[src/rtl/ahb_apb_pkg.sv]
// Shared types and helpers for the AHB-Lite to APB bridge.
// Holds the bus encodings, the bridge state enum and byte-strobe generation.
package ahb_apb_pkg;

    typedef enum logic [1:0] {
        HTRANS_IDLE   = 2'b00,
        HTRANS_BUSY   = 2'b01,
        HTRANS_NONSEQ = 2'b10,
        HTRANS_SEQ    = 2'b11
    } htrans_t;

    typedef enum logic [1:0] {
        HRESP_OKAY  = 2'b00,
        HRESP_ERROR = 2'b01
    } hresp_t;

    typedef enum logic [2:0] {
        ST_IDLE,
        ST_WDATA,
        ST_SETUP,
        ST_ACCESS,
        ST_ERR1,
        ST_ERR2
    } bridge_state_t;

    // Little-endian lane mask of 2^size bytes, aligned to the size within a
    // bus word of strb_w bytes (strb_w <= 8). Callers truncate to strb_w.
    function automatic logic [7:0] strb_gen(
        input logic [2:0]  size,
        input logic [2:0]  addr_lo,
        input int unsigned strb_w
    );
        int unsigned n_bytes;
        int unsigned offset;
        logic [15:0] mask;
        n_bytes = 32'd1 << size;
        offset  = 32'(addr_lo) & (strb_w - 1) & ~(n_bytes - 1);
        mask    = 16'((32'd1 << n_bytes) - 1) << offset;
        return mask[7:0];
    endfunction

endpackage

[src/rtl/ahb_apb_decode.sv]
// Combinational address decode: region hit, one-hot slave select and the
// bad-transfer flag (slave index out of range or size wider than the bus).
module ahb_apb_decode
    import ahb_apb_pkg::*;
#(
    parameter int                ADDR_W    = 32,
    parameter int                DATA_W    = 32,
    parameter int                NSLV      = 4,
    parameter int                SLV_AW    = 12,
    parameter int                SEL_W     = 2,
    parameter logic [ADDR_W-1:0] BASE_ADDR = ADDR_W'(32'h8000_0000)
)(
    input  logic [ADDR_W-1:SLV_AW] i_haddr_hi,
    input  logic [2:0]             i_hsize,
    output logic                   o_hit,
    output logic [NSLV-1:0]        o_sel,
    output logic                   o_bad
);

    localparam int MAX_SIZE = $clog2(DATA_W / 8);
    localparam int TAG_LSB  = SLV_AW + SEL_W;

    logic [SEL_W-1:0] w_idx;

    assign o_hit = (i_haddr_hi[ADDR_W-1:TAG_LSB] == BASE_ADDR[ADDR_W-1:TAG_LSB]);
    assign w_idx = i_haddr_hi[SLV_AW +: SEL_W];
    assign o_bad = (32'(w_idx) >= NSLV) || (32'(i_hsize) > MAX_SIZE);

    // NOTE: defaulting every always_comb output first keeps the block free of latches.
    always_comb begin
        o_sel = '0;
        for (int i = 0; i < NSLV; i++) begin
            o_sel[i] = (32'(w_idx) == i);
        end
    end

endmodule

[src/rtl/ahb_apb_bridge_p.sv]
// Parametrised AHB-Lite slave to APB master bridge with wait states, slave
// error mapping, byte strobes and an optional ACCESS-phase timeout.
module ahb_apb_bridge_p
    import ahb_apb_pkg::*;
#(
    parameter int                ADDR_W    = 32,
    parameter int                DATA_W    = 32,
    parameter int                NSLV      = 4,
    parameter int                SLV_AW    = 12,
    parameter logic [ADDR_W-1:0] BASE_ADDR = ADDR_W'(32'h8000_0000),
    parameter int                TIMEOUT   = 0
)(
    input  logic                  Hclk,
    input  logic                  Hresetn,
    input  logic [1:0]            Htrans,
    input  logic [2:0]            Hsize,
    input  logic                  Hready_in,
    input  logic                  Hwrite,
    input  logic [ADDR_W-1:0]     Haddr,
    input  logic [DATA_W-1:0]     Hwdata,
    output logic [DATA_W-1:0]     Hrdata,
    output logic [1:0]            Hresp,
    output logic                  Hready_out,
    output logic [NSLV-1:0]       Psel,
    output logic                  Penable,
    output logic                  Pwrite,
    output logic [ADDR_W-1:0]     Paddr,
    output logic [DATA_W-1:0]     Pwdata,
    output logic [DATA_W/8-1:0]   Pstrb,
    input  logic [DATA_W-1:0]     Prdata,
    input  logic                  Pready,
    input  logic                  Pslverr
);

    localparam int SEL_W  = (NSLV > 1) ? $clog2(NSLV) : 1;
    localparam int STRB_W = DATA_W / 8;
    localparam int CNT_W  = (TIMEOUT > 1) ? $clog2(TIMEOUT + 1) : 1;

    bridge_state_t     r_state;
    bridge_state_t     w_next;
    bridge_state_t     w_start;

    logic              w_hit;
    logic              w_bad;
    logic [NSLV-1:0]   w_sel;
    logic [NSLV-1:0]   w_sel_src;
    logic [STRB_W-1:0] w_strb;
    logic              w_hready;
    logic              w_accept;
    logic              w_tmo;

    logic [NSLV-1:0]   r_sel;
    logic [NSLV-1:0]   r_psel;
    logic              r_penable;
    logic              r_pwrite;
    logic [ADDR_W-1:0] r_paddr;
    logic [DATA_W-1:0] r_pwdata;
    logic [STRB_W-1:0] r_pstrb;
    logic [DATA_W-1:0] r_hrdata;
    logic [CNT_W-1:0]  r_cnt;

    ahb_apb_decode #(
        .ADDR_W    (ADDR_W),
        .DATA_W    (DATA_W),
        .NSLV      (NSLV),
        .SLV_AW    (SLV_AW),
        .SEL_W     (SEL_W),
        .BASE_ADDR (BASE_ADDR)
    ) u_decode (
        .i_haddr_hi (Haddr[ADDR_W-1:SLV_AW]),
        .i_hsize    (Hsize),
        .o_hit      (w_hit),
        .o_sel      (w_sel),
        .o_bad      (w_bad)
    );

    always_comb begin
        w_hready = 1'b0;
        case (r_state)
            ST_IDLE:   w_hready = 1'b1;
            ST_ACCESS: w_hready = Pready && !Pslverr;
            ST_ERR2:   w_hready = 1'b1;
            default:   w_hready = 1'b0;
        endcase
    end

    assign w_accept  = Hready_in && w_hready && w_hit &&
                       (Htrans == HTRANS_NONSEQ || Htrans == HTRANS_SEQ);
    assign w_start   = w_bad ? ST_ERR1 : (Hwrite ? ST_WDATA : ST_SETUP);
    assign w_tmo     = (TIMEOUT != 0) && (32'(r_cnt) == 32'(TIMEOUT - 1));
    assign w_sel_src = w_accept ? w_sel : r_sel;
    assign w_strb    = STRB_W'(strb_gen(Hsize, Haddr[2:0], STRB_W));

    always_comb begin
        w_next = r_state;
        case (r_state)
            ST_IDLE:   if (w_accept) w_next = w_start;
            ST_WDATA:  w_next = ST_SETUP;
            ST_SETUP:  w_next = ST_ACCESS;
            ST_ACCESS: begin
                if (Pready) begin
                    if (Pslverr)       w_next = ST_ERR1;
                    else if (w_accept) w_next = w_start;
                    else               w_next = ST_IDLE;
                end else if (w_tmo) begin
                    w_next = ST_ERR1;
                end
            end
            ST_ERR1:   w_next = ST_ERR2;
            ST_ERR2:   w_next = w_accept ? w_start : ST_IDLE;
            default:   w_next = ST_IDLE;
        endcase
    end

    // NOTE: sequential state uses non-blocking assignments so every flop samples pre-edge values.
    always_ff @(posedge Hclk or negedge Hresetn) begin
        if (!Hresetn) r_state <= ST_IDLE;
        else          r_state <= w_next;
    end

    always_ff @(posedge Hclk or negedge Hresetn) begin
        if (!Hresetn) begin
            r_sel     <= '0;
            r_psel    <= '0;
            r_penable <= 1'b0;
            r_pwrite  <= 1'b0;
            r_paddr   <= '0;
            r_pwdata  <= '0;
            r_pstrb   <= '0;
            r_hrdata  <= '0;
            r_cnt     <= '0;
        end else begin
            if (w_accept) begin
                r_sel    <= w_sel;
                r_paddr  <= Haddr;
                r_pwrite <= Hwrite;
                r_pstrb  <= (Hwrite && !w_bad) ? w_strb : '0;
            end
            if (r_state == ST_WDATA) r_pwdata <= Hwdata;

            // Select and enable are registered from the next state so APB sees clean edges.
            r_psel    <= (w_next == ST_SETUP || w_next == ST_ACCESS) ? w_sel_src : '0;
            r_penable <= (w_next == ST_ACCESS);

            if (w_next == ST_SETUP)       r_cnt <= '0;
            else if (r_state == ST_ACCESS) r_cnt <= r_cnt + CNT_W'(1);

            if (r_state == ST_ACCESS && Pready) r_hrdata <= Prdata;
        end
    end

    assign Psel       = r_psel;
    assign Penable    = r_penable;
    assign Pwrite     = r_pwrite;
    assign Paddr      = r_paddr;
    assign Pwdata     = r_pwdata;
    assign Pstrb      = r_pstrb;
    assign Hready_out = w_hready;
    assign Hresp      = (r_state == ST_ERR1 || r_state == ST_ERR2) ? HRESP_ERROR : HRESP_OKAY;
    assign Hrdata     = (r_state == ST_ACCESS && Pready) ? Prdata : r_hrdata;

endmodule

[config.mk]
export PLATFORM = sky130hd
export DESIGN_NAME = ahb_apb_bridge_p
export DESIGN_NICKNAME = d
export VERILOG_FILES = /design/src/rtl/ahb_apb_pkg.sv /design/src/rtl/ahb_apb_decode.sv /design/src/rtl/ahb_apb_bridge_p.sv
export SDC_FILE = /design/constraint.sdc
export NUM_CORES = 1
export LEC_CHECK = 0
export CAP_MARGIN = 20
export CELL_PAD_IN_SITES_DETAIL_PLACEMENT = 0
export CELL_PAD_IN_SITES_GLOBAL_PLACEMENT = 2
export CORE_ASPECT_RATIO = 0.7
export CORE_MARGIN = 5
export CORE_UTILIZATION = 24
export DETAILED_ROUTE_END_ITERATION = 8
export GPL_TIMING_DRIVEN = 0
export PLACE_DENSITY_LB_ADDON = 0.1
export SKIP_CTS_REPAIR_TIMING = 1
export SYNTH_ARGS = -nofsm -noshare
export SYNTH_HDL_FRONTEND = slang
export SYNTH_SLANG_ARGS = --single-unit
[constraint.sdc]
create_clock -name Hclk -period 1.9 [get_ports Hclk]
set_input_delay 0.285 -clock Hclk [delete_from_list [all_inputs] [get_ports Hclk]]
set_output_delay 0.285 -clock Hclk [all_outputs]
set_load 0.01 [all_outputs]
# == Yosys cells after proc, flatten, opt, wreduce, memory -nomap -nowiden ==
# Index checks and enable logic that the tools add are counted.
# word_totals
regBits,113
inputBits,107
output_inout_bits,109
wordCells,57
# classes
add_sub_neg,2
order_cmp,1
eq_ne,13
n_shift,3
mux,13
n_bitwise,2
reduce_logical,14
# ops
operator,n
$and 2x32->32,1
$mux 32,1
$not 32->32,1
$shl 1x3->32 const A,1
$shl 1x32->16 const A,1
$shl 16x32->4,1
$sub 32x1->32 const B,1
$eq 18x18->1 const B,1
$pmux 3 s6,1
$sub 16x1->16 const B,1
$mux 3,5
$eq 3x2->1 const B,4
$mux 4,3
$eq 2x2->1 const B,4
$eq 3x3->1 const B,2
$logic_and 1x1->1,6
$eq 3x1->1 const B,1
$gt 3x2->1 const B,1
$logic_not 3->1,1
$logic_or 1x1->1,3
$eq 2x1->1 const B,1
$logic_not 1->1,2
$logic_not 2->1,1
$mux 2,1
other kinds (3),3

# == Longest topological paths before layout ==
# Gate-level depths: netlist of run 1.
# depth
depth_word,13
mapped_depth,9
ltp_nobuf,5

# == Modules after synthesis ==
# A second synthesis of run 1 with hierarchy kept.
# hier_totals
hier_cells,313
hier_area_um2,4636.9
# by_module_without_submodules
module,instances,cells_each,area_per_inst_um2,seq_area_each_um2
ahb_apb_bridge_p,1,301,4559.4,2827.7
ahb_apb_decode,1,12,77.6,0.0

# == Least setup slack after synthesis of run 1 ==
# OpenSTA, ideal clock, no wires.
# synth_timing
path_kind,flip-flop to flip-flop
startpoint,reg r_state[2]
endpoint,"reg r_paddr[0], in the netlist Paddr[0]"
setup_time_ns,0.125
arrival_time_ns,1.683
required_time_ns,1.775
setup_slack_ns,0.092
path_stages_with_launch,8
path_buffers,3
synth_period_minus_slack_ns,1.808
cell_sequence,dfrtp_1 > buf_6 > nand4b_4 > o22ai_2 > and4b_1 > buf_6 > buf_6 > mux2_2
# synth_via
elab_chain_cells,6
word_cells_on_any_way,8
cone_classes,2 x eq/ne; 1 x mux; 5 x reduce/logical
# synth_lines
item,line_no,rtl
from (decl),ahb_apb_bridge_p.sv:39,bridge_state_t r_state;
from (signal assigned),ahb_apb_bridge_p.sv:118,else r_state <= w_next;
$eq 3x3->1 or $logic_not 3->1 (tied branches),ahb_apb_bridge_p.sv:79,case (r_state)
$reduce_or 2->1 (no source line),n/a,
$pmux 1 s2 (*),ahb_apb_bridge_p.sv:79,
via Hready_out,ahb_apb_bridge_p.sv:23,"output logic Hready_out,"
$logic_and 1x1->1 (*) (3 in a row),ahb_apb_bridge_p.sv:87,assign w_accept = Hready_in && w_hready && w_hit &&
to (signal assigned),ahb_apb_bridge_p.sv:135,r_paddr <= Haddr;
to (decl),ahb_apb_bridge_p.sv:56,logic [ADDR_W-1:0] r_paddr;
# The timed path passes the listed nets; every way through them passes the cells marked *.
# A chain may end at the register's enable or synchronous reset.

# == Final worst setup path of run 1 ==
# layout_timing
startpoint,reg r_state[2]
endpoint,"reg r_paddr[3], in the netlist Paddr[3]"
# layout_via
elab_chain_cells,6
word_cells_on_any_way,8
cone_classes,2 x eq/ne; 1 x mux; 5 x reduce/logical
# layout_lines
item,line_no
$eq 3x3->1 or $logic_not 3->1 (tied branches),ahb_apb_bridge_p.sv:79
$reduce_or 2->1 (no source line),n/a
$pmux 1 s2 (*),ahb_apb_bridge_p.sv:79
$logic_and 1x1->1 (*) (3 in a row),ahb_apb_bridge_p.sv:87
# Mark *: on every way between the ends. The rest lies on a longest branch, timed or not.

==> metrics.yaml, run 1 <==
status: "finished with violations"
violations: "negative setup slack"
worstPathArrival_ps: 2420
syn_inst: 352
nets: 710
place_congestion: 0.721
skew_ps: 6.91
drive_above_1_share_pct: 31.8
cts_buffers: 17
fin_crit_sh_pct: 112
crit_path_start: "r_state[2]"
yosysTopAreaCellShare_pct: 64.6
drtIter0Drc: 102
criticalPathCategory: "reg2reg"
critPathLaunchType: "flip-flop"
grt_pass1_vias: 3642
first_pass_iters: 4
dp_cells: 802
syn2layout_area_growth_pct: 77.4
total_power_mw: 10.8
reg2reg_from: "r_state[2]"
synthesis.area_um2: 4380
dp_hpwl_mm: 9.65
cts_tree: "built"
final_antenna_net_count: 0
max_slew_margin_pct: 48.1
hold_path_class: "in2async"
path_clk_slew_ps: 50
root_buffer: "clkbuf_16"
setup_viol: 75
pin_count: 216
drc: 0
worstRegToRegCells: 8
grt_usage_pct: 12.4
htreeDepth: 4
finalCriticalPeriod_ps: 2130
rrSetupSlack_ps: -230
setup_slack_ps: -231
initial_core_util_pct: 24.4
required_ps: 2190
crit_path_end_kind: "flip-flop"
grt_start_max_net_pins: 68
cts_buffer_depth: 2
antennaDiodeCount: 0
wire_per_inst_um: 15.8
final_cells: 852
ys_seq_area_share_pct: 64.6
grt_overflow_total: 0
fmax_ghz: 0.469
vias: 3474
die_h_um: 123
max_cap_viol_count: 0
dieArea_um2: 21100
critPathMaxFanout: 10
antenna_found_initial: 0
dieWidth_um: 171
peakVddDrop_mv: 0.608
slew_viol_final: 0
post-route-util_pct: 43.3
num_rows: 41
cts_num_sinks: 113
viasPerCell: 4.08
yosysTopAreaCell: "dfrtp_1"
p_per_area_nw_per_um2: 1400
grt_pass1_wl_mm: 20.3
rsz0062_at_grt: "yes"
yosysUniqueCellTypes: 38
synth_seq_cells: 113
reg2reg_to: "Paddr[3]"
tightest_slew_ps: 773
synthTopCellsByArea: "dfrtp_1 65%, mux2_2 14%, nand2_1 8.5%"
final-hold-violation-count: 0
ys_warn_count: 0
leakage_nw: 3.58
io_buffers: 213
core_area_um2: 18000
syn_avg_cell_area_um2: 12.4
routed_wl_mm: 13.5
synthesis.nets: 459
worst_skew_pair.late_latency_ps: 400
[logic make-up after synthesis]
| kind of cell | share of synthesized area (%) |
|---|---|
| buf+inv | 3.26 |
| simple gates | 15.0 |
| flops | 64.6 |
| xor+xnor | 0.200 |
| compound gates | 3.26 |
| mux | 13.6 |
| other cells | 0.0856 |
[layout by cell type (no fill, tap or decap), types with 2 or more instances in the layout]
| master | count |
|---|---|
| clkdlybuf4s50_1 | 178 |
| dfrtp_1 | 111 |
| nand2_1 | 64 |
| mux2_2 | 53 |
| nand2_2 | 34 |
| buf_6 | 29 |
| nor2b_1 | 21 |
| buf_4 | 19 |
| clkbuf_16 | 19 |
| buf_2 | 10 |
| buf_8 | 7 |
| clkinvlp_4 | 5 |
| a21oi_1 | 5 |
| clkinv_2 | 4 |
| nor4_1 | 3 |
| inv_1 | 3 |
| nor2_1 | 3 |
| o21ai_0 | 3 |
| nand2b_1 | 3 |
| clkbuf_1 | 3 |
| nor3_1 | 2 |
| a32o_1 | 2 |
| clkbuf_8 | 2 |
| bufinv_16 | 2 |
| dlymetal6s2s_1 | 2 |
| dfrtp_2 | 2 |
[Yosys cell counts, drive strengths merged]
| library cell | number |
|---|---|
| o21bai | 1 |
| a22oi | 1 |
| a32o | 3 |
| inv | 4 |
| mux2 | 53 |
| a21oi | 5 |
| and2 | 1 |
| conb | 1 |
| nand3b | 1 |
| o22ai | 1 |
| a221oi | 1 |
| nand3 | 1 |
| nor4bb | 1 |
| nor3 | 2 |
| nand2b | 3 |
| nor2b | 21 |
| and4b | 1 |
| buf | 13 |
| dfrtp | 113 |
| nor2 | 3 |
| or2 | 1 |
| clkbuf | 6 |
| nand2 | 99 |
| o2111ai | 1 |
| nor4b | 1 |
| o31ai | 1 |
| o21ai | 4 |
| and3 | 1 |
| a21o | 1 |
| nor3b | 1 |
| nor4 | 3 |
| nand4b | 1 |
| xor2 | 1 |
| a21boi | 1 |
[through the flow]
step	setup TNS, ps	instance area [um2]	setup WS, ps	hold WS, ps
floorplan	0	4380	91.9	-10.6
global placement	-509210	6810	-4130	448
detailed placement	-46790	6840	-899	256
CTS	-36540	7410	-1040	-184
global route	-20040	7770	-335	416
finish	-11760	7770	-231	387
[where the power goes]
part           total, mW  switching, mW  leakage [nW]  internal, mW
Combinational       4.31           1.85          1.86          2.45
Clock               3.09           1.11         0.272          1.99
Sequential          3.44          0.311          1.45          3.13
[flip-flops by register name, summed over array words and instances, names as in the netlist, 3 cells and up]
signal,flops
Pstrb,4
r_state,3
r_sel,4
Psel,4
Paddr,32
r_hrdata,32
Pwdata,32
[how the worst max path moves through the flow]
stage | endpoint | slack (ps) | cells after the start
after global placement | Paddr[30] | -4130 | 1
after detailed placement | Hrdata[2] | -900 | 7
after CTS | Hrdata[2] | -1040 | 7
final | Paddr[3] | -230 | 8
after global routing | Paddr[11] | -330 | 8
after floorplan | Paddr[0] | 90 | 7
[worst max-delay path, cell delays in order, from the launching register on]
cell      delay, ps
dfrtp_1         370
buf_6           120
nand4b_4        230
buf_4           190
o22ai_4         170
and4b_2         310
buf_6           140
buf_8           140
mux2_2          340
[cell type report]
type	count	area [um2]
plain buffers	17	178
clock buffers	22	464
clock inverters	10	110
fillers	1744	10200
inverters	4	18.8
multi-input cells	216	1520
flip-flops and latches	113	2830
well taps	236	295
repair buffers	234	2350
[routing by layer]
| metal | vias up | share of wire, % | track usage [%] |
|---|---|---|---|
| met5 | - | 0 | 0 |
| met4 | 0 | 1.1 | 3.46 |
| met3 | 13 | 9.8 | 5.47 |
| met2 | 124 | 44 | 18.2 |
| met1 | 1661 | 45 | 16.8 |
| li1 | 1676 | - | - |
Power figures use the tool's default switching activity.
==> run 2, diff against run 1 <==
- CORE_MARGIN: 5 -> default
==> run 2 against run 1 <==
The run still ends with negative setup slack left. Cell count grew 0.12%. Sequential power decreased by 1%. Register-to-register slack gained 40 ps. Maximum frequency is 0.13% lower. Clock power rose by 10%. Sequential share of layout area decreased by 0.49 points. Combinational power fell by 2%. Critical endpoint is now Hrdata[15]. Largest power group unchanged.
==> metrics.yaml, run 2 (same netlist as run 1, synthesis figures left out) <==
crit_path_end_kind: "output port"
grt_pass1_vias: 3530
post-route-util_pct: 44.9
dp_slack_ps: -850
max_stage_delay_ps: 370
mostFrequentLayoutCells: "178 x clkdlybuf4s50_1, 112 x dfrtp_1, 73 x nand2_1"
path_clk_slew_ps: 50
dieArea_um2: 18800
status: "finished with violations"
drive_above_1_share_pct: 30.9
hold_path_class: "in2async"
grt_start_max_net_pins: 79
syn2layout_area_growth_pct: 79.7
final_antenna_net_count: 0
worstPathArrival_ps: 1850
io_buffers: 213
cts_num_sinks: 113
nets: 716
num_rows: 40
skew_ps: 5.52
worst_skew_pair.late_latency_ps: 410
grt_usage_pct: 13.4
routed_wl_mm: 12.4
drc: 0
dp_cells: 797
worstRegToRegCells: 8
reg2reg_to: "Pstrb[3]"
cts_buffers: 17
cp_common_cell: "buf_6"
cts_buffer_depth: 2
htreeDepth: 4
required_ps: 1620
reg2reg_from: "r_state[2]"
tns_ps: -9350
cp_slowest_cell: "dfrtp_1"
drtIter0Drc: 129
stdcell_area_um2: 7870
first_pass_iters: 4
violations: "negative setup slack"
rsz0062_at_grt: "yes"
dpl_cell_area_um2: 6830
core_area_um2: 17500
viasPerCell: 4.09
final-hold-violation-count: 0
place_congestion: 0.708
fmax_ghz: 0.469
antennaDiodeCount: 0
max_cap_viol_count: 0
final_cells: 853
critPathMaxFanout: 5
crit_chain: "buf_6 -> nand4b_4 -> clkinvlp_4 -> buf_6 -> buf_6 -> clkbuf_16 -> nand2_4 -> nand2_4 -> buf_6"
tightest_slew_ps: 750
die_h_um: 115
setup_slack_ps: -234
slew_viol_final: 0
finalCriticalPeriod_ps: 2130
critPathLaunchType: "flip-flop"
dieWidth_um: 163
cts_tree: "built"
max_slew_margin_pct: 49.6
wire_per_inst_um: 14.6
fin_crit_sh_pct: 112
peakVddDrop_mv: 0.670
root_buffer: "clkbuf_16"
setup_viol: 65
dp_hpwl_mm: 8.71
grt_overflow_total: 0
whs_ps: 340
leakage_nw: 3.66
total_power_mw: 11.0
rrSetupSlack_ps: -190
pin_count: 216
criticalPathCategory: "reg2out"
p_per_area_nw_per_um2: 1400
antenna_found_initial: 0
final_common_cell: "clkdlybuf4s50_1"
grt_pass1_wl_mm: 18.7
vias: 3487
initial_core_util_pct: 25.0
==> run 2: changes by cell type in the layout (fill, tap and decap cells not counted), moves of 2 or more <==
cell | previous run | this run
nand2_2 | 34 | 17
buf_2 | 10 | 20
nand2_1 | 64 | 73
nand2_4 | 1 | 9
buf_6 | 29 | 27
buf_8 | 7 | 5
bufinv_16 | 2 | 4
clkinv_2 | 4 | 2
clkinvlp_4 | 5 | 3
==> run 2: metal layers <==
layer,GRT usage (%),part of all wire [%]
met1,17.1,46
met2,18.6,42
met3,7.47,12
met4,5.56,1.2
met5,0,0
==> run 2: cell type report <==
| cell class | instances | area, um2 |
|---|---|---|
| multi-input cells | 216 | 1550 |
| fillers | 1659 | 9640 |
| flip-flops and latches | 113 | 2830 |
| well taps | 231 | 289 |
| inverters | 4 | 18.8 |
| repair buffers | 239 | 2360 |
| clock inverters | 9 | 154 |
| plain buffers | 18 | 198 |
| clock buffers | 23 | 478 |
==> run 2: worst max-delay path by stage <==
stage                    start         end  slack (ps)  cells past startpoint
global route        r_state[2]  Hrdata[17]        -320                      9
floorplan           r_state[2]    Paddr[0]          90                      7
CTS                 r_state[2]   Hrdata[3]       -1020                      7
finish              r_state[2]  Hrdata[15]        -230                      9
global placement       Hresetn   Paddr[11]       -4130                      1
detailed placement      Pready   Hrdata[3]        -850                      7
==> run 2: worst max-delay path, delay by kind of cell, from the launching register on <==
kind,cells,cell delay [ps]
buf+inv,6,740
flops,1,370
simple gates,3,340
==> run 2: report_power, final <==
group | leakage, nW | total (mW) | switching [mW] | internal (mW)
logic | 1.91 | 4.24 | 1.85 | 2.39
registers | 1.45 | 3.40 | 0.277 | 3.13
clock network | 0.303 | 3.41 | 1.11 | 2.30
total | 3.66 | 11.0 | 3.24 | 7.81
